[config.mk]
export PLATFORM = sky130hd
export DESIGN_NAME = muldiv_seq
export DESIGN_NICKNAME = d
export VERILOG_FILES = /design/src/rtl/muldiv_seq.sv
export SDC_FILE = /design/constraint.sdc
export NUM_CORES = 1
export LEC_CHECK = 0
export ABC_AREA = 1
export ABC_CLOCK_PERIOD_IN_PS = 5700
export BUFFER_PORTS_ARGS = -buffer_cell sky130_fd_sc_hd__buf_2
export CAP_MARGIN = 20
export CORE_ASPECT_RATIO = 1.5
export CORE_MARGIN = 2
export CORE_UTILIZATION = 25
export DETAILED_ROUTE_END_ITERATION = 7
export PLACE_DENSITY = 0.45
export SYNTH_ARGS = -nofsm -noshare
export SYNTH_HDL_FRONTEND = slang
export SYNTH_SLANG_ARGS = --single-unit
[constraint.sdc]
create_clock -name clk -period 5.7 [get_ports clk]
set_input_delay 0.285 -clock clk [delete_from_list [all_inputs] [get_ports clk]]
set_output_delay 0.285 -clock clk [all_outputs]
set_load 0.005 [all_outputs]
[src/rtl/muldiv_seq.sv]
// muldiv_seq: multi-cycle multiply/divide sequencer that owns the HI/LO
// registers. It runs a 32-step shift-add multiply or restoring divide on
// operand magnitudes, fixes up the signs in a final FIX cycle and commits
// the result to HI/LO. While an operation is in flight it holds the
// pipeline through the combinational stall output.
//
// Handshake: an issue is accepted when start=1 and flush=0 in IDLE; stall is
// high from that cycle until the result commits, so the issuing instruction
// proceeds in the cycle where done pulses (stall=0). flush aborts at any time
// without writing HI/LO.
module muldiv_seq #(
    parameter int WIDTH = 32,
    parameter int CNT_W = 5
) (
    input  logic             clk,
    input  logic             rst,
    input  logic             start,
    input  logic [1:0]       op,
    input  logic [WIDTH-1:0] srcA,
    input  logic [WIDTH-1:0] srcB,
    input  logic             flush,
    input  logic             hi_wen,
    input  logic             lo_wen,
    input  logic [WIDTH-1:0] wdata,
    output logic             stall,
    output logic             busy,
    output logic             done,
    output logic [WIDTH-1:0] hi,
    output logic [WIDTH-1:0] lo
);

    typedef enum logic [1:0] {
        ST_IDLE = 2'd0,
        ST_RUN  = 2'd1,
        ST_FIX  = 2'd2,
        ST_DONE = 2'd3
    } state_t;

    state_t             state;
    logic [CNT_W-1:0]   cnt;
    logic [1:0]         op_q;      // op[1]=divide, op[0]=unsigned
    logic               sign_a;    // dividend/multiplicand sign (signed ops only)
    logic               sign_b;
    logic [WIDTH-1:0]   opnd;      // multiplicand (mul) or divisor (div)
    logic [WIDTH-1:0]   acc;       // product high half (mul) or remainder (div)
    logic [WIDTH-1:0]   mq;        // multiplier/product low half or quotient

    // Issue-side magnitudes: signed ops work on |x|, unsigned on the raw value.
    logic               signed_in;
    logic [WIDTH-1:0]   mag_a;
    logic [WIDTH-1:0]   mag_b;

    // One multiply step: add the multiplicand when the multiplier LSB is set,
    // keeping the carry so the following right shift does not lose it.
    logic [WIDTH:0]     mul_sum;

    // One restoring-divide step on the left-shifted {rem,quo} pair.
    logic [WIDTH:0]     rem_sh;
    logic               div_ge;
    logic [WIDTH-1:0]   div_diff;

    // Sign-corrected results presented during FIX.
    logic [2*WIDTH-1:0] prod;
    logic [2*WIDTH-1:0] prod_fix;
    logic [WIDTH-1:0]   quo_fix;
    logic [WIDTH-1:0]   rem_fix;
    logic [WIDTH-1:0]   res_hi;
    logic [WIDTH-1:0]   res_lo;

    // Operand magnitudes and sign bits captured at issue.
    always_comb begin
        signed_in = ~op[0];
        mag_a     = (signed_in && srcA[WIDTH-1]) ? -srcA : srcA;
        mag_b     = (signed_in && srcB[WIDTH-1]) ? -srcB : srcB;
    end

    // Datapath for a single RUN iteration and the FIX-cycle sign correction.
    always_comb begin
        mul_sum  = {1'b0, acc} + (mq[0] ? {1'b0, opnd} : '0);
        rem_sh   = {acc, mq[WIDTH-1]};
        div_ge   = (rem_sh >= {1'b0, opnd});
        // The trial remainder is below the divisor, so the low WIDTH bits suffice.
        div_diff = rem_sh[WIDTH-1:0] - opnd;

        prod     = {acc, mq};
        prod_fix = (~op_q[0] && (sign_a ^ sign_b)) ? -prod : prod;
        quo_fix  = (~op_q[0] && (sign_a ^ sign_b)) ? -mq : mq;
        rem_fix  = (~op_q[0] && sign_a) ? -acc : acc;

        if (op_q[1]) begin
            res_hi = rem_fix;
            res_lo = quo_fix;
        end else begin
            res_hi = prod_fix[2*WIDTH-1:WIDTH];
            res_lo = prod_fix[WIDTH-1:0];
        end
    end

    // Pipeline hold: raised in the issue cycle and through RUN/FIX; flush or
    // reset drop it immediately.
    always_comb begin
        stall = 1'b0;
        if (!rst && !flush) begin
            case (state)
                ST_IDLE: stall = start;
                ST_RUN:  stall = 1'b1;
                ST_FIX:  stall = 1'b1;
                default: stall = 1'b0;
            endcase
        end
    end

    // Sequencer FSM, iteration datapath and HI/LO registers.
    always_ff @(posedge clk or posedge rst) begin
        if (rst) begin
            state  <= ST_IDLE;
            cnt    <= '0;
            op_q   <= '0;
            sign_a <= 1'b0;
            sign_b <= 1'b0;
            opnd   <= '0;
            acc    <= '0;
            mq     <= '0;
            hi     <= '0;
            lo     <= '0;
            busy   <= 1'b0;
            done   <= 1'b0;
        end else begin
            done <= 1'b0;

            // MTHI/MTLO land only while idle; a result committed later wins.
            if (state == ST_IDLE) begin
                if (hi_wen) hi <= wdata;
                if (lo_wen) lo <= wdata;
            end

            if (flush) begin
                state <= ST_IDLE;
                busy  <= 1'b0;
            end else begin
                case (state)
                    ST_IDLE: begin
                        if (start) begin
                            op_q   <= op;
                            sign_a <= signed_in & srcA[WIDTH-1];
                            sign_b <= signed_in & srcB[WIDTH-1];
                            acc    <= '0;
                            cnt    <= '1;
                            busy   <= 1'b1;
                            if (op[1]) begin
                                opnd <= mag_b;
                                mq   <= mag_a;
                            end else begin
                                opnd <= mag_a;
                                mq   <= mag_b;
                            end
                            // Divide by zero skips the iterations and leaves HI/LO alone.
                            if (op[1] && (srcB == '0)) state <= ST_DONE;
                            else                       state <= ST_RUN;
                        end
                    end
                    ST_RUN: begin
                        if (op_q[1]) begin
                            acc <= div_ge ? div_diff : rem_sh[WIDTH-1:0];
                            mq  <= {mq[WIDTH-2:0], div_ge};
                        end else begin
                            acc <= mul_sum[WIDTH:1];
                            mq  <= {mul_sum[0], mq[WIDTH-1:1]};
                        end
                        cnt <= cnt - 1'b1;
                        if (cnt == '0) state <= ST_FIX;
                    end
                    ST_FIX: begin
                        hi    <= res_hi;
                        lo    <= res_lo;
                        done  <= 1'b1;
                        state <= ST_DONE;
                    end
                    default: begin
                        state <= ST_IDLE;
                        busy  <= 1'b0;
                    end
                endcase
            end
        end
    end

endmodule

==> Word-level counts from Yosys, hierarchy flattened <==
Cells that the tools add are included.
{ "totals": {"out_inout_bits": 67, "input_bits": 104, "wordCells": 89, "ff_bits": 173} }
{ "op_classes": {"n_eq_ne": 6, "muxes": 39, "n_lt_le_gt_ge": 1, "n_bitwise": 6, "add_sub_neg": 8, "reduce_logical": 17} }
{ "op_table": {"columns": ["operator", "count"], "rows": [
  ["32-bit 2-to-1 mux", 22],
  ["32-bit negator", 4],
  ["32-bit case mux with 2 select lines", 2],
  ["64-bit 2-to-1 mux", 1],
  ["64-bit negator", 1],
  ["32-bit by 32-bit adder with 33-bit output", 1],
  ["33-bit by 32-bit greater-or-equal comparator with 1-bit output", 1],
  ["32-bit zero test", 1],
  ["32-bit subtractor", 1],
  ["5-bit case mux with 2 select lines", 1],
  ["2-bit 2-to-1 mux", 4],
  ["1-bit logical AND", 6],
  ["3-bit inequality test, second input constant", 2],
  ["2-bit case mux with 3 select lines", 1],
  ["3-bit AND reduction", 2],
  ["5-bit zero test", 1],
  ["1-bit 2-to-1 mux", 5],
  ["5-bit 2-to-1 mux", 1],
  ["5-bit by 1-bit subtractor with 5-bit output, second input constant", 1],
  ["1-bit case mux with 2 select lines", 2],
  ["2-bit AND reduction", 2],
  ["1-bit inverter", 3],
  ["1-bit bitwise AND", 2],
  ["2-bit by 1-bit equality test with 1-bit output, second input constant", 1],
  ["8 further kinds", 9]
]} }

==> Depth between registers and ports, before layout <==
Gate-level depths: netlist of the first run.
{ "logic_depth": {"depth_word": 6, "mapped_depth": 22, "ltp_nobuf": 20} }

==> Worst setup path after synthesis of the first run <==
No wires, ideal clock.
{ "synth_path": {"path_kind": "reg-to-reg", "startpoint": "register mq[0]", "endpoint": "register acc[31]", "n_path_buf": 2, "stages_incl_launch_ff": 23, "arrival_ps": 2606, "t_required_ps": 5634, "setup_ps": 66, "setup_slack_ps": 3029, "period_less_slack_ps": 2671, "cell_sequence": "dfrtp_1 -> buf_2 -> clkbuf_1 -> nand2_1 -> inv_1 -> ha_1 -> inv_1 -> fa_1 -> inv_1 -> nand2_1 -> o21ai_0 -> nand2_1 -> nand2_1 -> nand2_1 -> nand2_1 -> nand3_1 -> nand2_1 -> nand2_1 -> nand2_1 -> nand2_1 -> inv_1 -> nand2_1 -> nand2_1"} }
{ "synth_via": {"elab_chain_cells": 4} }
{ "synth_lines": {"columns": ["element", "line", "text"], "rows": [
  ["start: declaration", "46", "logic [WIDTH-1:0] mq;"],
  ["start signal: assignment", "152", "mq <= mag_a;"],
  ["start signal: assignment", "155", "mq <= mag_b;"],
  ["start signal: assignment", "165", "mq <= {mq[WIDTH-2:0], div_ge};"],
  ["32-bit 2-to-1 mux", "79", "mul_sum = {1'b0, acc} + (mq[0] ? {1'b0, opnd} : '0);"],
  ["32-bit by 32-bit adder with 33-bit output", "79", null],
  ["32-bit 2-to-1 mux", "163", "if (op_q[1]) begin"],
  ["32-bit case mux with 2 select lines", "141", "case (state)"],
  ["end signal: assignment", "164", "acc <= div_ge ? div_diff : rem_sh[WIDTH-1:0];"],
  ["end signal: assignment", "167", "acc <= mul_sum[WIDTH:1];"],
  ["end: declaration", "45", "logic [WIDTH-1:0] acc;"]
]} }
Every way passes these cells.
A chain may end at the register's enable or synchronous reset.

==> Worst setup path in the final report of the first run <==
Ends and elaborated chain as after synthesis.

==> results.md, run 1 <==
- Outcome: completed
- Worst-Margin Slew: 0.988 ns
- Startpoint types: flop
- Area growth syn-to-layout: 13.4%
- Drt drc: 0
- Min-delay src: wdata[24]
- GRT Total Usage: 0.234
- Max VDD drop: between 200 and 250 uV
- ANT cells: 0
- CTS tree: built
- Hold path endpoint: lo[24]
- Nets: 3,314
- Fin Hold WS: 0.113 ns
- Final setup viols: 0
- Number of synthesized register bits: 173
- Pwr Density: just over 600 nW/um2
- Largest net degree at the start of global routing: 70
- Final Hold Fails: 0
- Fin crit share: 0.623
- CP Max Fanout: 18
- Mapped Avg Cell Area: between 5 and 6 um2
- PortBufs: between 150 and 200
- Leakage: 10.5 nW
- I/O Pins: 171
- Num CTS Buffers: 17
- Horiz. Die Dim: 222 um
- Place WS: 2.19 ns
- Post-DR vias/cell: 4.98
- Max Root-Sink Buffers: 2
- Clk Tree Root Cell: clkbuf_16
- Share of layout cells above drive strength 1: 0.0874
- CTS Hold Bufs: 1
- Final worst slack: 2.15 ns
- Synth top area cells: dfrtp_1 24%, nand2_1 18%, inv_1 8.9%, nor2_1 7.3%, nand3_1 6.8%
- Hold Crit Class: in2reg
- Routed wire per std cell: 21.6 um
- FF-to-FF setup slack: between 2 and 2.5 ns
- Filler cells: 8,173
- Skew-Pair Late Insertion Delay: ~0.48 ns
- Yosys cell types: 50
- Worst-path clk slew: approximately 0.09 ns
- Vias after detailed routing: 20.2k
- Initial DRC count: approximately 1.5k
- Post-Route WL: 87,400 um
- Min-Delay Path Depth: 3
- Crit path kind: reg2reg
- MaxCap Viol Count: 0
- Post-CTS setup buffer count: 0
- Post-synth EDFFs: 0
- Die height: 331 um
- First-pass GRT wire length: roughly 130,000 um
- Rows: 119
- H-tree depth: 4
- Most common cell in the synthesized netlist: nand2_1
- DP Wirelength: 72,000 um
- DIE AREA: 73,500 um2
- Synth Net Count: approximately 3.2k
- Worst R2R End: acc[31]
- Max Clock Freq: 282 MHz
- DR pass1 iterations: 7
- Synth top area share: 0.243
- Clock sink total: 173
- Sequential area share after synthesis: 0.243
- Vias in the first global route: 20.0k
- Most used DFF post-synth: dfrtp_1
- RSZ-0062 raised after global routing: no
- Leading area contributor after synthesis: dfrtp_1
- Core Area: 70,400 um2
- Tmin final: 3.55 ns
- Initial Util: 0.253
- Clk_skew: 0.0209 ns
- Reg2reg start: mq[0]
- GPL Wtd Cong: 1.00
- CP arrival: 3.97 ns
- Reg2Reg Depth: 21
- Synth Cell Area: 17,800 um2
- Nature of the critical path endpoint: flop
- Fin Setup TNS: 0 ns
- Post-Syn Instances: between 3k and 4k
- Count of cells resized by post-cts repair: 0
- Antenna violations before repair: 0
- Pins Over Slew Limit: 0
- Worst rel slew slack: 0.339
- Crit path required time: 6.12 ns
- DRT antenna net count: 0
- Yosys warns: 0
- Post-synth top cells: 862 x nand2_1, 421 x inv_1, 347 x nor2_1, 244 x nand3_1, 222 x a21oi_1
- FFs w/ async S/R, synth: 1.00
- Overflow after GRT: 0
flip-flops by register name (all words and copies together), names as in the netlist:
name and count:
sign_a 1, opnd 32, state 2, sign_b 1
op_q 2, cnt 5, busy 1, acc 32
done 1, mq 32, hi 32, lo 32
worst max path at each step:
stage / end / startpoint / slack [ns] / depth (start not counted)
after global placement: acc[31] / mq[0] / 2.27 / 21
after global routing: acc[31] / mq[0] / 1.87 / 21
after floorplan: acc[0] / rst / 0.73 / 1
final: acc[31] / mq[0] / 2.15 / 21
after CTS: acc[31] / mq[0] / 2.19 / 21
after detailed placement: acc[31] / mq[0] / 2.19 / 21
power breakdown:
| part | total, mW | switching [mW] | leakage [nW] | internal, mW |
|---|---|---|---|---|
| sequential | 2.59 | 0.797 | 2.10 | 1.80 |
| clock | 1.31 | 0.658 | 0.305 | 0.653 |
| combinational | 8.65 | 6.07 | 8.05 | 2.58 |
metrics by stage:
step,total power [mW],instances,cell area [um2],utilization
floorplan,7.97,3023,17800,-
global placement,11.2,4019,19600,0.278
detailed placement,11.2,4020,19600,0.278
CTS,12.5,4053,20200,0.287
global route,13.6,4054,20200,0.287
finish,12.6,4054,20200,0.287
critical path, cell delays in order, from the launching register on:
cell     delay (ns)
dfrtp_1        0.65
buf_4          0.34
nand2_1        0.08
inv_1          0.06
ha_1           0.15
inv_1          0.07
fa_1           0.38
inv_1          0.09
nand2_1        0.06
o21ai_0        0.47
nand2_1        0.10
nand2_1        0.23
nand2_1        0.09
nand2_1        0.11
nand3_1        0.14
nand2_1        0.14
nand2_1        0.06
nand2_1        0.06
nand2_1        0.05
inv_1          0.07
nand2_1        0.05
nand2_1        0.05
layout make-up:
class                   count  area (um2)  share of cell area
clock buffers              18         439              0.0217
clock inverters            14         190             0.00940
inverters                 439        1660              0.0820
multi-input cells        2312       11500               0.566
flip-flops and latches    173        4330               0.214
well taps                 907        1130              0.0561
repair buffers            191        1020              0.0506
kinds of logic (layout without fill, tap and decap cells):
logic type,Yosys count,in the layout,share of synthesized area
AND/OR/NAND/NOR,1615,1615,0.383
AO/OA/AOI/OAI,561,561,0.174
buffers and inverters,538,662,0.116
flip-flops,173,173,0.243
adder cells (fa/ha/maj),76,76,0.0542
XOR/XNOR,60,60,0.0295
cell usage in the layout (no fill, tap or decap), types with 7 or more instances in the layout:
cell type  count
a31oi_1       22
nor2_1       344
nor3_1        36
clkinv_1       7
clkbuf_16     17
a22oi_1       16
inv_1        420
xor2_1        50
inv_2         10
o21ai_0      196
a21oi_1      222
inv_8          8
nand2_2        7
nand2_1      861
nor4_1         7
o221ai_1      12
o21ai_1       19
o211ai_1      30
nand3b_1      27
buf_4         19
buf_2        170
dfrtp_1      172
ha_1          74
xnor2_1       10
nand3_1      244
nand4_1       53
o22ai_1       17
o21bai_1       8
nor2_2        15
per-layer routing:
layer  GRT usage  wire length (um)  vias to the layer above
li1            -                 -                    10000
met5           0                 0                        -
met1       0.270             35100                     9359
met3      0.0209              3190                      169
met2       0.418             43300                      599
met4       0.147              5840                        0
No activity file was read; power rests on OpenSTA's default activity.
==> run 2: changes to the inputs <==
Settings changed: ABC_CLOCK_PERIOD_IN_PS 5700 to 3100, PLACE_DENSITY 0.45 to 0.47.
Clock period 5.7 ns to 3.1 ns, I/O delays scaled along.
==> run 2 against run 1 <==
Against the previous run: worst hold slack lost 0.10 ns; clock skew shrank 0.0092 ns; count of clock-buffer cells in the layout shrank 1; total power grew 89%; fmax grew 18%; setup slack lost 2.1 ns; highest routed layer unchanged.
==> results.md, run 2 (same netlist as run 1, synthesis figures left out) <==
- Outcome: completed
- Largest net degree at the start of global routing: 96
- Fin area: around 21,000 um2
- Initial DRC count: 1,544
- First-pass GRT wire length: 129,000 um
- Initial Util: 0.253
- Clock power frac: 0.098
- Count of cells resized by post-cts repair: 0
- Area growth syn-to-layout: 16.5%
- Leakage: about 11 nW
- Startpoint types: flop
- Horiz. Die Dim: 222 um
- Nature of the critical path endpoint: flop
- I/O Pins: 171
- Clk Tree Root Cell: clkbuf_16
- DRT antenna net count: 0
- Share of layout cells above drive strength 1: 0.104
- Final setup viols: 0
- Worst-path clk slew: 0.08 ns
- MaxCap Viol Count: 0
- Max Root-Sink Buffers: 2
- GRT Total Usage: 0.235
- Commonest cells after routing, fill and taps aside: 861 x nand2_1, 420 x inv_1, 344 x nor2_1, 244 x nand3_1, 222 x a21oi_1
- Post-Route WL: 88,200 um
- Antenna violations before repair: 0
- Pwr Density: 1140 nW/um2
- H-tree depth: 4
- Die height: 331 um
- Routed wire per std cell: 21.4 um
- Fin crit share: 0.973
- PortBufs: 170
- Drt drc: 0
- Max Clock Freq: 332 MHz
- Sw Pwr: 14.1 mW
- GPL Wtd Cong: 1.01
- DP Wirelength: 72,800 um
- Max VDD drop: 545 uV
- Gate power share: 0.716
- Final Hold Fails: 0
- DR pass1 iterations: 8
- DIE AREA: 73,500 um2
- RSZ-0062 raised after global routing: no
- Crit path kind: reg2reg
- Fin Setup TNS: 0 ns
- Post-DR vias/cell: 5.04
- Core Area: about 70,000 um2
- Worst rel slew slack: 0.370
- CP arrival: 3.45 ns
- Vias in the first global route: between 20k and 25k
- Worst-Margin Slew: a little over 0.9 ns
- Switch share: 0.593
- Register share of total power: 0.185
- Int Power: 9.64 mW
- Min-Delay Path Depth: 3
- CTS tree: built
- Reg2Reg Depth: 14
- Rows: around 120
- Vias after detailed routing: ~21k
- Clk_skew: 0.0117 ns
- Most common cell after layout, fill and taps aside: nand2_1
- Clock sink total: between 150 and 200
- Overflow after GRT: 0
- Skew-Pair Late Insertion Delay: 0.49 ns
- ANT cells: 0
- CP Max Fanout: 33
- Nets: 3,383
- Non-filler instance count after layout: between 4k and 5k
- Dpl cells: 4,081
- Tmin final: roughly 3 ns
- Crit path required time: 3.53 ns
- Hold Crit Class: in2reg
- Post-Place Cell Area: roughly 20,000 um2
- Pins Over Slew Limit: 0
- Num CTS Buffers: 17
run 2: worst max-delay path, cell delays in order, from the launching register on:
cell,delay (ns)
dfrtp_1,0.42
buf_12,0.19
nand2_1,0.13
inv_1,0.08
ha_1,0.36
nand2_1,0.17
nor2_1,0.44
nand3_1,0.32
nand3_1,0.21
a21oi_1,0.08
o21ai_0,0.24
nand2_1,0.11
inv_1,0.07
o211ai_1,0.08
nand2_1,0.07
run 2: per-layer routing:
metal	up-vias	global-route usage	wire [um]
met5	-	0	0
met4	0	0.151	6130
met3	200	0.0257	3730
met2	700	0.422	43600
met1	9691	0.266	34700
li1	10200	-	-
run 2: power groups by stage:
stage / combinational (mW) / sequential (mW) / clock (mW)
global placement: 16.7 / 4.44 / 0
detailed placement: 16.7 / 4.42 / 0
finish: 17.0 / 4.39 / 2.33
floorplan: 10.6 / 4.10 / 0
global route: 18.5 / 4.51 / 2.44
CTS: 16.7 / 4.38 / 2.37
run 2: metrics by stage:
| step | utilization | hold slack [ns] | setup WS [ns] | power, mW |
|---|---|---|---|---|
| final | 0.295 | 0.0124 | 0.0852 | 23.7 |
| after global routing | 0.295 | 0.0151 | 0.0375 | 25.5 |
| after CTS | 0.295 | 0.00224 | 0.179 | 23.5 |
| after detailed placement | 0.285 | 0.118 | 0.181 | 21.1 |
| after global placement | 0.285 | 0.111 | 0.190 | 21.2 |
| after floorplan | - | 0.276 | 0.429 | 14.7 |
run 2: path summary, 6_finish.rpt:
kind                         from  endpoint  slack, ns
hold reg to reg            cnt[4]    cnt[4]       0.52
max in group asynchronous     rst   op_q[1]       2.10
setup reg to reg            mq[0]    acc[8]       0.09
setup / recovery            mq[0]    acc[8]       0.09
min in group asynchronous     rst    cnt[4]       0.15
hold / removal              op[0]   op_q[0]       0.01
run 2: final cells by class:
| class | instances | area, um2 |
|---|---|---|
| multi-input cells | 2312 | 11500 |
| well taps | 907 | 1130 |
| inverters | 439 | 1650 |
| repair buffers | 260 | 1600 |
| clock buffers | 17 | 425 |
| flip-flops and latches | 173 | 4330 |
| fillers | 8125 | 49700 |
| clock inverters | 15 | 173 |
run 2: repair_timing:
item,in CTS,in global routing
hold buffers,10,0
setup buffers,0,0
hold endpoints to repair,87,0
